--- src/rtl/johnson_decoder.sv ---
// Receive-side decoder for an 8-bit Johnson counter link: decodes each strobed word,
// tracks sequence continuity with a lock FSM and counts errors seen while locked.
//
// state   | meaning
// --------+-------------------------------------------------------------
// SEARCH  | no legal reference sample yet; waiting for any legal code
// CONFIRM | have a reference; counting consecutive correct successors
// LOCKED  | sequence confirmed; deviations pulse seq_err and bump err_count

module johnson_decoder #(
    parameter int WIDTH    = 8,
    parameter int LOCK_CNT = 2,
    parameter int ERR_W    = 8,
    localparam int IDX_W   = $clog2(2*WIDTH)
) (
    input  logic             clk,
    input  logic             reset,
    input  logic [WIDTH-1:0] q_in,
    input  logic             valid_in,
    output logic [IDX_W-1:0] idx,
    output logic             code_ok,
    output logic             seq_err,
    output logic             locked,
    output logic [ERR_W-1:0] err_count
);

    localparam int MC_W = (LOCK_CNT > 1) ? $clog2(LOCK_CNT + 1) : 1;
    localparam logic [MC_W-1:0]  LOCK_LAST = MC_W'(LOCK_CNT - 1);
    localparam logic [IDX_W-1:0] IDX_LAST  = IDX_W'(2*WIDTH - 1);

    typedef enum logic [1:0] {
        SEARCH  = 2'd0,
        CONFIRM = 2'd1,
        LOCKED  = 2'd2
    } state_t;

    state_t          state;
    logic [MC_W-1:0] match_cnt;

    logic [WIDTH-1:0] mag;
    logic [WIDTH-1:0] mag_inc;
    logic [IDX_W-1:0] ones;
    logic [IDX_W-1:0] dec_idx;
    logic [IDX_W-1:0] next_idx;
    logic             dec_legal;
    logic             succ;
    logic             err_sat;

    // Folding the upper half onto the lower half means every legal code becomes
    // 2^k-1, which is legal exactly when adding one clears every set bit.
    always_comb begin
        mag       = q_in[WIDTH-1] ? ~q_in : q_in;
        mag_inc   = mag + WIDTH'(1);
        dec_legal = ((mag & mag_inc) == '0);
        ones      = '0;
        for (int i = 0; i < WIDTH; i++) begin
            ones = ones + IDX_W'(mag[i]);
        end
        dec_idx   = q_in[WIDTH-1] ? (IDX_W'(WIDTH) + ones) : ones;
        next_idx  = (idx == IDX_LAST) ? '0 : (idx + IDX_W'(1));
        succ      = dec_legal && (dec_idx == next_idx);
        err_sat   = (err_count == '1);
    end

    always_ff @(posedge clk or posedge reset) begin
        if (reset) begin
            state     <= SEARCH;
            match_cnt <= '0;
            idx       <= '0;
            code_ok   <= 1'b0;
            seq_err   <= 1'b0;
            locked    <= 1'b0;
            err_count <= '0;
        end else begin
            seq_err <= 1'b0;
            if (valid_in) begin
                code_ok <= dec_legal;
                if (dec_legal) begin
                    idx <= dec_idx;
                end
                case (state)
                    SEARCH: begin
                        if (dec_legal) begin
                            state     <= CONFIRM;
                            match_cnt <= '0;
                        end
                        locked <= 1'b0;
                    end
                    CONFIRM: begin
                        if (succ) begin
                            if (match_cnt == LOCK_LAST) begin
                                state     <= LOCKED;
                                match_cnt <= '0;
                                locked    <= 1'b1;
                            end else begin
                                match_cnt <= match_cnt + MC_W'(1);
                                locked    <= 1'b0;
                            end
                        end else if (dec_legal) begin
                            match_cnt <= '0;
                            locked    <= 1'b0;
                        end else begin
                            state     <= SEARCH;
                            match_cnt <= '0;
                            locked    <= 1'b0;
                        end
                    end
                    LOCKED: begin
                        if (succ) begin
                            locked <= 1'b1;
                        end else begin
                            seq_err   <= 1'b1;
                            if (!err_sat) begin
                                err_count <= err_count + ERR_W'(1);
                            end
                            state     <= dec_legal ? CONFIRM : SEARCH;
                            match_cnt <= '0;
                            locked    <= 1'b0;
                        end
                    end
                    default: begin
                        state     <= SEARCH;
                        match_cnt <= '0;
                        locked    <= 1'b0;
                    end
                endcase
            end
        end
    end

endmodule

--- config.mk ---
export PLATFORM = sky130hd
export DESIGN_NAME = johnson_decoder
export DESIGN_NICKNAME = d
export VERILOG_FILES = /design/src/rtl/johnson_decoder.sv
export SDC_FILE = /design/constraint.sdc
export NUM_CORES = 1
export LEC_CHECK = 0
export ABC_AREA = 1
export CORE_UTILIZATION = 45
export DETAILED_ROUTE_END_ITERATION = 10
export PLACE_DENSITY = 0.71
export RECOVER_POWER = 50
export SLEW_MARGIN = 30
export SYNTH_ARGS = -nofsm -noshare
export SYNTH_HDL_FRONTEND = slang
export SYNTH_SLANG_ARGS = --single-unit
--- constraint.sdc ---
create_clock -name clk -period 1.7 [get_ports clk]
set_input_delay 0.425 -clock clk [delete_from_list [all_inputs] [get_ports clk]]
set_output_delay 0.425 -clock clk [all_outputs]
set_load 0.01 [all_outputs]
==> summary.md <==
| Metric | Value |
|---|---|
| Compound-Gate Fraction of Synth Area | `4.443%` |
| Antenna diodes | `0` |
| Sequential cell area fraction in the yosys report | `26.80%` |
| Hold-fix buffer count after cts | `0` |
| TritonCTS clock tree | `built` |
| Number of buffers added by the clock tree synthesis step | `3` |
| Pre-antenna DRT Iters | `4` |
| Share of cell area taken by muxes after synthesis | `0%` |
| Share of the synthesized area in the top cell type | `26.80%` |
| Number of warning messages in the yosys log | `0` |
| Cell count of the worst reg-to-reg path | `12` |
| Hold Path Cell Cnt | `2` |
| DR WL/cell | `roughly 11 µm` |
| Total of flip-flops plus latches after synthesis | `19` |
| Failing checks | `setup timing` |
| Fmax | `~280 MHz` |
| Top Ports | `26` |
| Largest family of logic cells by synthesized area | `simple AND/OR/NAND/NOR gates` |
| Die Span Y | `~65 µm` |
| Least-Margin Pin Slew | `slightly above 1 ns` |
| Final #Nets | `340` |
| Area fraction in and, or, nand and nor cells after synthesis | `between 40% and 50%` |
| Vias | `around 1,700` |
| Outcome | `finished with violations` |
| Overall Global Routing Usage | `roughly a fifth` |
| Ratio of cells with drive above 1 in the final layout | `around two fifths` |
| Later-pin clock latency in the skew report | `0.26 ns` |
| Yosys cell types | `28` |
| Data required, critical path | `about 1.9 ns` |
| Commonest non-fill, non-tap cell in the layout | `sky130_fd_sc_hd__nand2_1` |
| P per Cell Area | `934.7 nW/µm²` |
| Routed Antenna Nets | `0` |
| Buffer type at the clock tree root | `sky130_fd_sc_hd__clkbuf_8` |
| Final Max Tran Viols | `0` |
| Endpoint type of the worst setup path | `flip-flop` |
| RSZ-0062 raised after global routing | `true` |
| Worst Setup Slack, final | `-1.834 ns` |
| Cell accounting for the most synthesized area | `sky130_fd_sc_hd__dfrtp_1` |
| RD Place Congestion | `around 0.86` |
| Growth of design area from synthesis to finish | `46.97%` |
| Worst-path clk slew | `0.07 ns` |
| Share of synthesized cell area in full adder, half adder and majority cells | `a little under an eighth` |
| Minimum clock period after layout | `around 3.5 ns` |
| Via count of the first global-routing pass | `between 1,500 and 2,000` |
| Post-route clock period utilization | `207.9%` |
| Syn Std Cell Area | `approximately 1800 µm²` |
| Hold Slack | `just under 0.5 ns` |
| Worst-case clock buffer depth | `2` |
| Remaining routing DRC violations | `0` |
| Type of the setup path with the least slack | `input port to flip-flop` |
| Routed WL | `3900 µm` |
| Worst EP arrival | `around 3.7 ns` |
| Synthesized instance count | `about 250` |
| Max Cap Viol | `0` |
| TritonCTS Sinks | `19` |
| Post-synthesis net count | `275` |
| Clock Skews | `0.003524 ns` |
| Initial antenna violation count | `0` |
| Detail Placement HPWL | `3077 µm` |
| Count of endpoints failing setup in the final report | `18` |
| DP Cell Count | `351` |
| Highest fanout seen on the critical path | `5` |
| H-tree depth | `1` |
| Overflow left after global routing | `0` |
| Width of the chip | `64.79 µm` |
| Cell types with the largest area share after synthesis | `sky130_fd_sc_hd__dfrtp_1, sky130_fd_sc_hd__nand2_1, sky130_fd_sc_hd__inv_1` |
| Leakage Power | `approximately 1.4 nW` |
| Number of placement rows | `22` |
| Total Power | `between 2 and 2.5 mW` |
| Final hold vios | `0` |
| Most frequent cells in the layout | `sky130_fd_sc_hd__nand2_1, sky130_fd_sc_hd__inv_1, sky130_fd_sc_hd__buf_4` |
| Number of vias per cell | `approximately 4.6` |
| Floorplan Core Area | `around 3700 µm²` |
| Effective utilization at floorplan | `47.74%` |
| Filler-free cell count of the finished design | `between 300 and 400` |
| Count of buffers inserted at the top-level ports | `25` |
| First-iteration detailed-routing DRC count | `62` |
| Global-route wire length before repair | `6782 µm` |
| Synth Area in XOR/XNOR | `between 4 and 5%` |
| Critical Path Source Type | `input port` |
| Pin count of the biggest net entering global routing | `20` |
| Relative max-transition margin | `roughly a third` |
| Mapped Avg Cell Area | `7.125 µm²` |
| Class of the worst hold path | `flip-flop to flip-flop` |
| Peak VDD IR | `around 0.4 mV` |
| Die Outline Area | `about 4200 µm²` |
## metal layers
layer	wire length, µm	part of all wire (%)	global-route usage [%]	vias up
met1	1749	45	26.13	743
met4	93	2.4	6.667	0
met3	100	2.6	2.113	9
li1	-	-	-	891
met2	1956	50	37.24	33
met5	0	0	0	-
## what timing repair did
item                                    4_1_cts  5_1_grt
pin swaps                                    18       13
gates cloned                                  1        0
resized for setup                            31       35
endpoints found under the setup margin       21       26
buffers inserted                              5        3
## path summary, 6_finish.rpt
check	start	endpoint	slack [ns]
worst max-delay path	q_in[7]	match_cnt[0]	-1.83
worst min-delay path	code_ok	code_ok	0.50
worst max register to register	idx[0]	match_cnt[0]	-0.13
worst min register to register	code_ok	code_ok	0.50
max in group asynchronous	reset	idx[2]	0.11
min in group asynchronous	reset	err_count[7]	0.91
## worst max-delay path: stages
cell and delay, ns:
sky130_fd_sc_hd__buf_12 0.09, sky130_fd_sc_hd__buf_6 0.10, sky130_fd_sc_hd__nand2_4 0.04, sky130_fd_sc_hd__nand2_2 0.07
sky130_fd_sc_hd__inv_2 0.04, sky130_fd_sc_hd__fa_1 0.53, sky130_fd_sc_hd__inv_1 0.05, sky130_fd_sc_hd__fa_2 0.43
sky130_fd_sc_hd__ha_4 0.29, sky130_fd_sc_hd__ha_4 0.13, sky130_fd_sc_hd__inv_2 0.03, sky130_fd_sc_hd__fa_2 0.54
sky130_fd_sc_hd__xor2_2 0.19, sky130_fd_sc_hd__nand3_1 0.14, sky130_fd_sc_hd__nor2_1 0.15, sky130_fd_sc_hd__nand2_1 0.12
sky130_fd_sc_hd__nor2_4 0.16, sky130_fd_sc_hd__nor2_4 0.07, sky130_fd_sc_hd__nand3_2 0.05, sky130_fd_sc_hd__nand2_1 0.04
## report_power, final
group          leakage (nW)  total, mW  switching [mW]  internal [mW]
clock network        0.0255      0.311           0.148          0.163
logic                  1.11       1.54           0.826          0.713
registers             0.252      0.587          0.0642          0.522
## stage by stage
step           setup TNS, ns  utilization (%)  instance area, µm²  setup slack (ns)
2_1_floorplan         -29.82                -                1871            -1.923
3_3_place_gp          -43.04            63.77                2370            -2.596
3_5_place_dp          -44.33            63.77                2370            -2.693
4_1_cts               -27.99            66.84                2484            -1.779
5_1_grt               -31.85            70.17                2608            -1.975
6_report              -28.44            70.17                2608            -1.834
## synth_stat cells (all sizes together)
cell    count
nand2      97
inv        45
nand3      26
dfrtp      19
nor2       17
ha         12
o21ai       8
xor2        6
a21oi       4
buf         3
fa          3
nand3b      3
nand4       2
xnor2       2
a21boi      1
nor3        1
## logic make-up (layout without fill, tap and decap cells)
family          after synthesis  after routing
buf+inv                      48            111
compound gates               13             13
xor+xnor                      8              8
simple gates                146            147
flops                        19             19
fa+ha+maj                    15             15
## registers in the layout, summed over array words and instances (netlist names)
signal     count
locked         1
idx            4
state          2
seq_err        1
err_count      8
match_cnt      2
code_ok        1
## final cells by class
cell class,instances,area (µm²)
timing repair buffer,62,544.3
clock buffer,3,41.29
fill,304,1109
tap,48,60.06
inverter,45,176.4
sequential,19,479.2
clock inverter,1,5.005
multi-input combinational,183,1301
(Power assumes the default switching activity.)
